File: src/rtl/step_seq_pkg.sv
// Shared types and constants for the T-step sequencer.
// Holds the FSM state encoding and step counter sizing.
package step_seq_pkg;

  localparam int MAX_STEPS = 8;
  localparam int STEP_W    = 3;

  typedef enum logic [1:0] {
    ST_IDLE = 2'd0,
    ST_RUN  = 2'd1,
    ST_HALT = 2'd2
  } state_t;

endpackage

File: src/rtl/step_decode.sv
// One-hot decoder for the active T-step index.
// Ports: idx (binary step index) in, onehot (bit i = Ti) out.
import step_seq_pkg::*;

module step_decode (
  input  logic [STEP_W-1:0]    idx,
  output logic [MAX_STEPS-1:0] onehot
);

  always_comb begin
    onehot = '0;
    onehot[idx] = 1'b1;
  end

endmodule

File: src/rtl/step_sequencer.sv
// T-step sequencer: walks T0..T(NUM_STEPS-1) per instruction on divider ticks.
// Ports: clock, clear (sync reset), tick, run, end_instr, halt in;
//   step (one-hot), step_idx, instr_done, running, halted out.
//   With SINGLE_STEP_EN defined, step_mode input adds single-step execution.
import step_seq_pkg::*;

module step_sequencer #(
  parameter int NUM_STEPS = 8
) (
  input  logic                 clock,
  input  logic                 clear,
  input  logic                 tick,
  input  logic                 run,
  input  logic                 end_instr,
  input  logic                 halt,
`ifdef SINGLE_STEP_EN
  input  logic                 step_mode,
`endif
  output logic [MAX_STEPS-1:0] step,
  output logic [STEP_W-1:0]    step_idx,
  output logic                 instr_done,
  output logic                 running,
  output logic                 halted
);

  localparam logic [STEP_W-1:0] LAST = STEP_W'(NUM_STEPS - 1);

  state_t            state, state_n;
  logic [STEP_W-1:0] idx_n;
  logic              pend, pend_n;
  logic              done_n;
  logic              start_ok;
  logic              wrap_idle;
  logic              halt_req;

`ifdef SINGLE_STEP_EN
  logic run_prev;

  // In single-step mode a new instruction needs a fresh 0->1 on run
  // as seen across consecutive ticks.
  assign start_ok  = run && (!step_mode || !run_prev);
  assign wrap_idle = !run || step_mode;

  always_ff @(posedge clock) begin
    if (clear) begin
      run_prev <= 1'b0;
    end else if (tick) begin
      run_prev <= run;
    end
  end
`else
  assign start_ok  = run;
  assign wrap_idle = !run;
`endif

  // A halt seen this cycle counts as pending at a boundary in the same cycle.
  assign halt_req = pend || halt;

  always_ff @(posedge clock) begin
    if (clear) begin
      state      <= ST_IDLE;
      step_idx   <= '0;
      pend       <= 1'b0;
      instr_done <= 1'b0;
    end else begin
      state      <= state_n;
      step_idx   <= idx_n;
      pend       <= pend_n;
      instr_done <= done_n;
    end
  end

  always_comb begin
    state_n = state;
    idx_n   = step_idx;
    pend_n  = pend;
    done_n  = 1'b0;
    unique case (state)
      ST_IDLE: begin
        pend_n = halt_req;
        if (tick) begin
          if (halt_req) begin
            state_n = ST_HALT;
            pend_n  = 1'b0;
          end else if (start_ok) begin
            state_n = ST_RUN;
          end
        end
      end
      ST_RUN: begin
        pend_n = halt_req;
        if (tick) begin
          if (end_instr || step_idx == LAST) begin
            idx_n  = '0;
            done_n = 1'b1;
            if (halt_req) begin
              state_n = ST_HALT;
              pend_n  = 1'b0;
            end else if (wrap_idle) begin
              state_n = ST_IDLE;
            end
          end else begin
            idx_n = step_idx + 1'b1;
          end
        end
      end
      ST_HALT: begin
        pend_n = 1'b0;
        idx_n  = '0;
      end
      default: begin
        state_n = ST_IDLE;
        idx_n   = '0;
        pend_n  = 1'b0;
      end
    endcase
  end

  assign running = (state == ST_RUN);
  assign halted  = (state == ST_HALT);

  step_decode u_dec (
    .idx    (step_idx),
    .onehot (step)
  );

endmodule

File: config.mk
export PLATFORM = sky130hd
export DESIGN_NAME = step_sequencer
export DESIGN_NICKNAME = d
export VERILOG_FILES = /design/src/rtl/step_seq_pkg.sv /design/src/rtl/step_decode.sv /design/src/rtl/step_sequencer.sv
export SDC_FILE = /design/constraint.sdc
export NUM_CORES = 1
export LEC_CHECK = 0
export BUFFER_PORTS_ARGS = -buffer_cell sky130_fd_sc_hd__buf_2
export CORE_UTILIZATION = 30
export CTS_CLUSTER_SIZE = 8
export DETAILED_ROUTE_END_ITERATION = 10
export REMOVE_ABC_BUFFERS = 1
export SLEW_MARGIN = 5
export SYNTH_ARGS = -nofsm -noshare
export SYNTH_HDL_FRONTEND = slang
export SYNTH_SLANG_ARGS = --single-unit
File: constraint.sdc
create_clock -name clock -period 1.76 [get_ports clock]
set_input_delay 0.176 -clock clock [delete_from_list [all_inputs] [get_ports clock]]
set_output_delay 0.176 -clock clock [all_outputs]
set_load 0.005 [all_outputs]
==> impl_metrics.env <==
export IMPL_cp_arrival_ns=1.75
export IMPL_ys_ff_latch=7
export IMPL_syn_area_um2=391.6
export IMPL_initial_core_util_pct=33.87
export IMPL_synth_ff_type="dfxtp_1"
export IMPL_ir_drop_mv=0.2514
export IMPL_power_frac_comb_pct=10.3
export IMPL_cts_buffer_depth=2
export IMPL_drt_wirelength_per_cell_um=11.43
export IMPL_hold_class="in -> reg"
export IMPL_endpoint_kind="register"
export IMPL_p_clk_share_pct=41.2
export IMPL_cp_common_cell="ha_1"
export IMPL_synth_area_top_cells="dfxtp_1, a32o_1, ha_1"
export IMPL_synth_top_family_by_area="simple AND/OR/NAND/NOR gates"
export IMPL_swShare_pct=23.36
export IMPL_syn_avg_cell_area_um2=9.108
export IMPL_crit_start="step_idx[0]"
export IMPL_pwr_share_seq_pct=48.5
export IMPL_synthXorXnorAreaFrac_pct=0
export IMPL_drtIter0Drc=9
export IMPL_vias_per_cell=5.114
export IMPL_synthCells=43
export IMPL_yosysUniqueCellTypes=22
export IMPL_cap_violations=0
export IMPL_critical_path_top_delay_family="adder cells"
export IMPL_switchingPower_uw=81.39
export IMPL_grtUsageTotal_pct=13.71
export IMPL_max_slew_margin_pct=72.32
export IMPL_synth_compound_area_share_pct=22.36
export IMPL_grt_max_degree=12
export IMPL_synth_warnings=0
export IMPL_worstReg2RegEnd="pend"
export IMPL_cts_sinks=7
export IMPL_max_stage_delay_ns=0.40
export IMPL_seq_area_frac_synth_pct=35.78
export IMPL_drtAntennaViolNets=0
export IMPL_synth_simple_area_share_pct=30.67
export IMPL_via_count=404
export IMPL_synth_edf_count=0
export IMPL_power_density_mw_per_mm2=652.1
export IMPL_critPathKind="reg -> reg"
export IMPL_cp_start_kind="register"
export IMPL_muxShareOfSynthArea_pct=0
export IMPL_nets=74
export IMPL_synth_area_leader_cell="dfxtp_1"
export IMPL_hpwl_um=604.4
export IMPL_r2r_slack_ns=0.15
export IMPL_die_width_um=38.13
export IMPL_row_count=12
export IMPL_grt_pass1_wl_mm=1.317
export IMPL_finalSetupViolations=0
export IMPL_drv_slew=0
export IMPL_dr_pass1_iters=4
export IMPL_status="completed"
export IMPL_ios=20
export IMPL_crit_chain="ha_1 > ha_1 > or3b_1 > a2111oi_2"
export IMPL_cts_tree="done"
export IMPL_wl_um=903
export IMPL_syn_to_final_growth_pct=36.42
export IMPL_coreArea_mm2=0.001156
export IMPL_period_share_pct=91.67
export IMPL_tightest_slew_ns=0.4127
export IMPL_r2r_start="step_idx[0]"
export IMPL_numCtsBuffers=3
export IMPL_overflow=0
export IMPL_required_ns=1.90
export IMPL_yosysTopAreaCellShare_pct=35.78
export IMPL_die_area_mm2=0.001454
export IMPL_endpoint="pend"
export IMPL_cts_root_buffer_cell="clkbuf_4"
export IMPL_skew_ns=0.001477
export IMPL_diodes=0
export IMPL_internal_power_uw=267.0
export IMPL_cts_resized=0
export IMPL_cts_htree_levels=1
export IMPL_power_total_uw=348.4
export IMPL_insertion_delay_ns=0.25
export IMPL_reg2reg_depth=4
export IMPL_whs_path_depth=2
export IMPL_fin_setup_tns_ns=0
export IMPL_path_depth=4
export IMPL_grt_setup_unrepaired="false"
export IMPL_drive_gt1_share_pct=40.00
export IMPL_synth_adder_area_share_pct=6.390
export IMPL_gp_congestion=0.6939
export IMPL_crit_fanout=5
export IMPL_detail_route_drc_violations=0
export IMPL_synth_commonest_cells="dfxtp_1, nor2_1, a32o_1, clkbuf_1, nor3b_1"
export IMPL_clkTransAtPathRegs_ns=0.05
export IMPL_die_h_um=38.13
export IMPL_cts_hold_buf=0
export IMPL_synth_most_common_cell="dfxtp_1"
export IMPL_cpMaxStageDelayCell="or3b_1"
export IMPL_antenna_found_initial=0
export IMPL_p_leak_uw=0.0002796
export IMPL_min_period_ns=1.613
export IMPL_max_freq_mhz=619.8
export IMPL_finalHoldViolCount=0
export IMPL_cp_num_buf_inv=0
export IMPL_port_buffers=19
export IMPL_grt_pass1_vias=325
export IMPL_postCtsSetupBuffers=0
export IMPL_async_reset_ff_share_pct=0
layer usage:
layer	routed length, um	vias to the layer above	share of wire [%]	GRT usage (%)
met1	379	172	42	13.72
met3	76	2	8.4	1.744
li1	-	206	-	-
met5	0	-	0	0
met2	435	24	48	25.00
met4	11	0	1.2	10.71
stage by stage:
| step | area (um^2) | hold slack (ns) | setup slack, ns | util [%] | instances |
|---|---|---|---|---|---|
| 2_1_floorplan | 380.4 | 0.2547 | 0.1307 | - | 40 |
| 4_1_cts | 534.3 | 0.1842 | 0.1426 | 46.21 | 79 |
| 5_1_grt | 534.3 | 0.1868 | 0.09925 | 46.21 | 79 |
| 6_report | 534.3 | 0.1947 | 0.1466 | 46.21 | 79 |
| 3_5_place_dp | 508.0 | 0.4400 | 0.1867 | 43.94 | 75 |
| 3_3_place_gp | 508.0 | 0.4380 | 0.2209 | 43.94 | 75 |
final cells by class:
| cell class | count | area, um^2 |
|---|---|---|
| multi-input combinational | 31 | 232.7 |
| clock buffer | 4 | 26.28 |
| tap | 14 | 17.52 |
| sequential | 7 | 140.1 |
| inverter | 2 | 7.507 |
| timing repair buffer | 21 | 110.1 |
| fill | 117 | 621.8 |
worst min-delay path by stage:
stage                     slack [ns]  endpoint   from
after floorplan                 0.25  state[1]  clear
after global placement          0.44      pend  clear
after detailed placement        0.44  state[1]  clear
after CTS                       0.18  state[1]  clear
after global routing            0.19      pend   tick
final                           0.19  state[1]  clear
cells by family after synthesis:
logic type	after synthesis
flops	7
fa+ha+maj	2
compound gates	10
simple gates	19
buf+inv	5
cell usage in the layout (no fill, tap or decap):
| cell type | synthesis | final |
|---|---|---|
| clkbuf_1 | 3 | 1 |
| and3b_1 | 1 | 1 |
| a32o_1 | 3 | 3 |
| nor2_1 | 5 | 5 |
| nor4bb_1 | 1 | 1 |
| clkbuf_4 | 0 | 3 |
| buf_2 | 0 | 19 |
| nor2b_1 | 1 | 1 |
| buf_4 | 0 | 2 |
| a221oi_1 | 1 | 1 |
| nor3b_1 | 3 | 3 |
| a22o_1 | 1 | 1 |
| nor3_1 | 2 | 2 |
| o21ai_0 | 2 | 2 |
| dfxtp_1 | 7 | 7 |
| o21bai_1 | 1 | 1 |
| and4bb_1 | 1 | 1 |
| nor2b_2 | 1 | 1 |
| nand2_1 | 2 | 2 |
| or3b_1 | 1 | 1 |
| a211oi_1 | 1 | 1 |
| and3_1 | 1 | 1 |
| ha_1 | 2 | 2 |
| a2111oi_2 | 1 | 1 |
| inv_1 | 2 | 2 |
power by group through the flow:
stage / combinational [uW] / clock [uW] / sequential [uW]
finish: 35.7 / 144 / 169
global placement: 34.6 / 0 / 172
CTS: 35.8 / 147 / 169
detailed placement: 34.7 / 0 / 172
floorplan: 18.4 / 0 / 171
global route: 39.4 / 159 / 170
flip-flops by register name, summed over array words and instances (netlist names):
register and count:
step_idx 3, instr_done 1, pend 1, state 2
No activity file was read; power rests on OpenSTA's default activity.
